--- src/rtl/fetch_stage_bp.sv ---
// ============================================================================
// fetch_stage_bp : instruction fetch with BTB/BHT branch prediction and the
//                  IF/ID pipeline register.
// Revision: 1.0
// ============================================================================
`default_nettype none

module fetch_stage_bp #(
  parameter logic [31:0] RESET_PC  = 32'h0000_0000,
  parameter int          IDX_BITS  = 4,
  parameter logic [31:0] NOP_INSTR = 32'h0000_0013
) (
  input  logic        clk,
  input  logic        rst_n,
  output logic [31:0] PCF,
  input  logic [31:0] InstrF,
  input  logic        StallF,
  input  logic        StallD,
  input  logic        FlushD,
  input  logic        RedirectE,
  input  logic [31:0] RedirectPCE,
  input  logic        UpdateE,
  input  logic [31:0] UpdatePCE,
  input  logic        ActualTakenE,
  input  logic [31:0] ActualTargetE,
  input  logic        IsJumpE,
  output logic [31:0] InstrD,
  output logic [31:0] PCD,
  output logic [31:0] PCPlus4D,
  output logic        PredTakenD,
  output logic [31:0] PredTargetD
);

  localparam int ENTRIES = 1 << IDX_BITS;
  localparam int TAG_W   = 30 - IDX_BITS;

  // Predictor state
  logic             r_valid  [ENTRIES];
  logic             r_jump   [ENTRIES];
  logic [1:0]       r_bht    [ENTRIES];
  logic [TAG_W-1:0] r_tag    [ENTRIES];
  logic [31:0]      r_target [ENTRIES];

  logic [31:0] r_pcf;
  logic [31:0] r_instr_d;
  logic [31:0] r_pc_d;
  logic [31:0] r_pc_plus4_d;
  logic        r_pred_taken_d;
  logic [31:0] r_pred_target_d;

  logic [IDX_BITS-1:0] w_f_idx;
  logic [TAG_W-1:0]    w_f_tag;
  logic [IDX_BITS-1:0] w_u_idx;
  logic [TAG_W-1:0]    w_u_tag;
  logic                w_hit;
  logic                w_pred_taken;
  logic [31:0]         w_pred_target;
  logic [31:0]         w_pc_plus4;
  logic [31:0]         w_next_pc;
  logic                w_bht_inc;
  logic                w_unused_ok;

  assign w_f_idx = r_pcf[IDX_BITS+1:2];
  assign w_f_tag = r_pcf[31:IDX_BITS+2];
  assign w_u_idx = UpdatePCE[IDX_BITS+1:2];
  assign w_u_tag = UpdatePCE[31:IDX_BITS+2];

  assign w_unused_ok = &{1'b0, UpdatePCE[1:0]};

  // Lookup reads registered state, so a same-cycle update is seen next cycle
  assign w_hit         = r_valid[w_f_idx] && (r_tag[w_f_idx] == w_f_tag);
  assign w_pred_taken  = w_hit && (r_jump[w_f_idx] || r_bht[w_f_idx][1]);
  assign w_pred_target = r_target[w_f_idx];
  assign w_pc_plus4    = r_pcf + 32'd4;

  // Jumps always count as taken for direction training
  assign w_bht_inc = ActualTakenE || IsJumpE;

  always_comb begin
    w_next_pc = w_pc_plus4;
    if (RedirectE) begin
      w_next_pc = RedirectPCE;
    end else if (StallF) begin
      w_next_pc = r_pcf;
    end else if (w_pred_taken) begin
      w_next_pc = w_pred_target;
    end
  end

  always_ff @(posedge clk or negedge rst_n) begin
    if (!rst_n) begin
      r_pcf <= RESET_PC;
    end else begin
      r_pcf <= w_next_pc;
    end
  end

  always_ff @(posedge clk or negedge rst_n) begin
    if (!rst_n) begin
      for (int i = 0; i < ENTRIES; i++) begin
        r_valid[i]  <= 1'b0;
        r_jump[i]   <= 1'b0;
        r_bht[i]    <= 2'b01;
        r_tag[i]    <= '0;
        r_target[i] <= '0;
      end
    end else if (UpdateE) begin
      if (w_bht_inc) begin
        if (r_bht[w_u_idx] != 2'b11) begin
          r_bht[w_u_idx] <= r_bht[w_u_idx] + 2'b01;
        end
      end else if (r_bht[w_u_idx] != 2'b00) begin
        r_bht[w_u_idx] <= r_bht[w_u_idx] - 2'b01;
      end
      // Not-taken outcomes leave the BTB entry untouched
      if (ActualTakenE) begin
        r_valid[w_u_idx]  <= 1'b1;
        r_tag[w_u_idx]    <= w_u_tag;
        r_target[w_u_idx] <= ActualTargetE;
        r_jump[w_u_idx]   <= IsJumpE;
      end
    end
  end

  always_ff @(posedge clk or negedge rst_n) begin
    if (!rst_n) begin
      r_instr_d       <= NOP_INSTR;
      r_pc_d          <= '0;
      r_pc_plus4_d    <= '0;
      r_pred_taken_d  <= 1'b0;
      r_pred_target_d <= '0;
    end else if (FlushD || RedirectE) begin
      r_instr_d       <= NOP_INSTR;
      r_pc_d          <= '0;
      r_pc_plus4_d    <= '0;
      r_pred_taken_d  <= 1'b0;
      r_pred_target_d <= '0;
    end else if (!StallD) begin
      r_instr_d       <= InstrF;
      r_pc_d          <= r_pcf;
      r_pc_plus4_d    <= w_pc_plus4;
      r_pred_taken_d  <= w_pred_taken;
      r_pred_target_d <= w_pred_target;
    end
  end

  assign PCF         = r_pcf;
  assign InstrD      = r_instr_d;
  assign PCD         = r_pc_d;
  assign PCPlus4D    = r_pc_plus4_d;
  assign PredTakenD  = r_pred_taken_d;
  assign PredTargetD = r_pred_target_d;

endmodule

`default_nettype wire

--- config.mk ---
export PLATFORM = sky130hd
export DESIGN_NAME = fetch_stage_bp
export DESIGN_NICKNAME = d
export VERILOG_FILES = /design/src/rtl/fetch_stage_bp.sv
export SDC_FILE = /design/constraint.sdc
export NUM_CORES = 2
export LEC_CHECK = 0
export BUFFER_PORTS_ARGS = -buffer_cell sky130_fd_sc_hd__buf_2
export CORE_AREA = 3 3 297 299
export DETAILED_ROUTE_END_ITERATION = 10
export DIE_AREA = 0 0 300 302
export PLACE_DENSITY = 0.84
export SLEW_MARGIN = 20
export SYNTH_ARGS = -nofsm -noshare
export SYNTH_HDL_FRONTEND = slang
export SYNTH_SLANG_ARGS = --single-unit
--- constraint.sdc ---
create_clock -name clk -period 3.7 [get_ports clk]
set_input_delay 0.37 -clock clk [delete_from_list [all_inputs] [get_ports clk]]
set_output_delay 0.37 -clock clk [all_outputs]
set_load 0.02 [all_outputs]
==> impl_results.md <==
- Routed Antenna Nets: 0
- Initial antenna violation count: 16
- Syn Nets: 3,785
- Clock power frac: 32.5%
- Fin Clk Skew: 0.02561 ns
- Initial DRC count: 3,527
- Finished Cell Area: 59,540 um2
- VDD IR max: 0.0004022 V
- Clk sink count: 1,151
- Hold path depth: 4
- Post-DP HPWL: 86.98 mm
- Routed wire per std cell: 29.01 um
- Worst setup EP type: register
- Final Cycle Share: 97.57%
- DRC: 0
- R2r startpoint: PCF[2]
- Pwr dens: 587.8 nW/um2
- CTS tree: built
- R2R cell count: 12
- Slew HR: 29.52%
- IO Port Bufs: 295
- Seq/Total Area, Yosys: 55.42%
- Yosys Warn Count: 0
- Grt ovf: 0
- Peak Freq: 277.0 MHz
- Sw frac: 28.04%
- CP required: 4.29 ns
- Critical path origin: PCF[2]
- Worst-path clk slew: 0.07 ns
- Worst slew pin tran: 1.055 ns
- 1st-pass router iterations: 6
- Routed WL: 149.3 mm
- CTS max path bufs: 3
- Critical path fanouts, max: 15
- Syn Inst Count: 3,645
- Die area: 90,600 um2
- Crit path kind: register to register
- Largest net degree at the start of global routing: 101
- P&R area growth vs syn: 14.46%
- Post-synth ARST share: 100.0%
- Core Box Area: 85,410 um2
- Clock insertion delay at the later pin of the skew report: 0.70 ns
- Post-Syn Area: 52,020 um2
- Pleak: 27.25 nW
- Crit path launch type: register
- Post-Synth XOR/XNOR Area: 0.8250%
- Fin cells: 5,148
- Final core occ: 69.71%
- Max-cap violations: 0
- Compound-Gate Fraction of Synth Area: 5.896%
- Die height: 302 um
- Gate power share: 20.7%
- Gp weighted congestion: 0.8677
- I/O pins: 298
- Vias post-DR: 34.43k
- Tot GR Track Use: 32.84%
- Setup_tns: 0 ns
- CTS buffer count: 111
- Adder-cell share of the synthesized area: 0.07216%
- Syn_area_per_cell: 14.27 um2
- Tmin final: 3.610 ns
- Vias per cell: 6.688
- Placed Cells: 4,879
- Final Hold Vio Count: 0
- Slew Viols, Final: 0
- Fill count: 5,374
- P_sw: 0.009812 W
- Status: completed
- Root Buffer: clkbuf_16
- Dominant synthesized flop cell: dfrtp_1
- Flops & latches, synth: 1,151
- Commonest cells in the netlist: 1,132 x dfrtp_1, 961 x mux2_2, 235 x clkbuf_1
- Starting Density: 60.90%
- Min Hold Slack: 0.03825 ns
- Yosys cell types: 55
- Post-DP Area: 55,140 um2
- Reg power frac: 46.8%
- Vias in the first global route: 35.99k
- Final nets: 4,043
- H-tree level count: 3
- P_int: 0.02519 W
- Largest family of logic cells by synthesized area: multiplexers
- Cell taking the most area after synthesis: dfrtp_1
- DIE WIDTH: 300 um
- Top-area cell type share of the netlist area: 54.46%
- Synth area leaders: dfrtp_1 54%, mux2_2 21%, mux4_2 7.3%, mux2i_1 3.3%, a22o_1 1.8%
- Share of cells above drive strength 1: 45.16%
- Post-synth EDFFs: 0
- First-pass GRT wire length: 224.3 mm
- Critical path arrival: 4.20 ns
- Min-delay src: RedirectPCE[18]
- Final setup fails: 0
- Synth Area in Simple Gates: 3.519%
- Post-synthesis mux area share: 31.39%
- Most numerous cell in the Yosys netlist: dfrtp_1
- Row count: 107
- Worst hold path class: input port to register
-- final cells by class --
cell class | instances | area, um2 | share of cell area, %
Inverter | 7 | 27.53 | 0.04623
Multi-Input combinational cell | 2159 | 21900 | 36.79
Clock buffer | 180 | 3408 | 5.724
Antenna cell | 9 | 22.52 | 0.03783
Sequential cell | 1151 | 28840 | 48.44
Clock inverter | 25 | 264.0 | 0.4434
Timing Repair Buffer | 473 | 3643 | 6.120
Tap cell | 1144 | 1431 | 2.404
-- timing repair --
action                                  4_1_cts  5_1_grt
setup buffers                                 0        5
endpoints found under the setup margin       15       33
endpoints found under the hold margin       104        0
cloned                                        0        5
hold buffers                                 45        0
pin swaps                                     0        5
gates resized for setup                       2       13
-- registers in the layout, indices dropped and copies added (netlist names), named ones only --
name         flops
PredTargetD     32
r_tag          416
r_target       512
r_bht           16
r_jump          16
PCPlus4D        30
InstrD          32
PCD             32
r_valid         16
PCF             32
PredTakenD       1
-- critical path, cell delays in order, from the launching register on --
cell	delay (ns)
dfrtp_4	0.55
buf_4	0.17
clkbuf_16	0.20
mux4_2	0.52
a22o_1	0.20
a221oi_1	0.26
buf_4	0.21
xor2_2	0.15
and4_1	0.24
and4_4	0.30
buf_12	0.18
a2111oi_0	0.12
or3_1	0.39
-- kinds of logic after synthesis --
group / after synthesis
DFF: 1151
adders and majority gates: 3
muxes: 1300
buffers and inverters: 335
and+or+nand+nor: 393
AOI/OAI and AO/OA: 414
xor gates and xnor gates: 49
-- stage by stage --
step                setup WS, ns  total power [W]
floorplan                 0.2981          0.02097
global placement        -0.02356          0.02301
detailed placement      -0.02429          0.02343
CTS                      0.01314          0.03484
global route            -0.07526          0.03632
finish                   0.08981          0.03500
-- final timing paths --
| kind | endpoint | slack (ns) |
|---|---|---|
| max | PCF[8] | 0.09 |
| min | PCF[18] | 0.04 |
| max reg2reg | PCF[8] | 0.09 |
| min reg2reg | r_valid[15] | 0.47 |
| max in group asynchronous | r_target[164] | 2.27 |
| min in group asynchronous | r_tag[339] | 0.31 |
-- power groups by stage --
stage,clock network (W),registers [W],logic [W]
6_report,0.0114,0.0164,0.00723
5_1_grt,0.0120,0.0166,0.00772
4_1_cts,0.0114,0.0163,0.00708
3_5_place_dp,0,0.0165,0.00695
3_3_place_gp,0,0.0163,0.00670
2_1_floorplan,0,0.0161,0.00490
-- placed cells by master, fill, tap and decap left out, types with 35 or more instances in the layout --
master and count:
o21ai_0 114, buf_12 44, mux4_2 169, a221oi_1 74
mux2_2 961, nand2_1 197, clkbuf_8 35, clkbuf_16 117
buf_2 293, a22oi_1 39, dlygate4sd3_1 45, dfrtp_1 1128
buf_4 80, a22o_1 109, mux2i_1 170
-- routing by layer --
| metal | up-vias | GRT usage (%) | share of wire [%] |
|---|---|---|---|
| met1 | 18130 | 43.95 | 38 |
| met3 | 380 | 8.103 | 10 |
| met2 | 1893 | 51.19 | 47 |
| li1 | 14020 | - | - |
| met4 | 12 | 15.34 | 4.7 |
| met5 | - | 0 | 0.057 |
No activity file was read; power rests on OpenSTA's default activity.
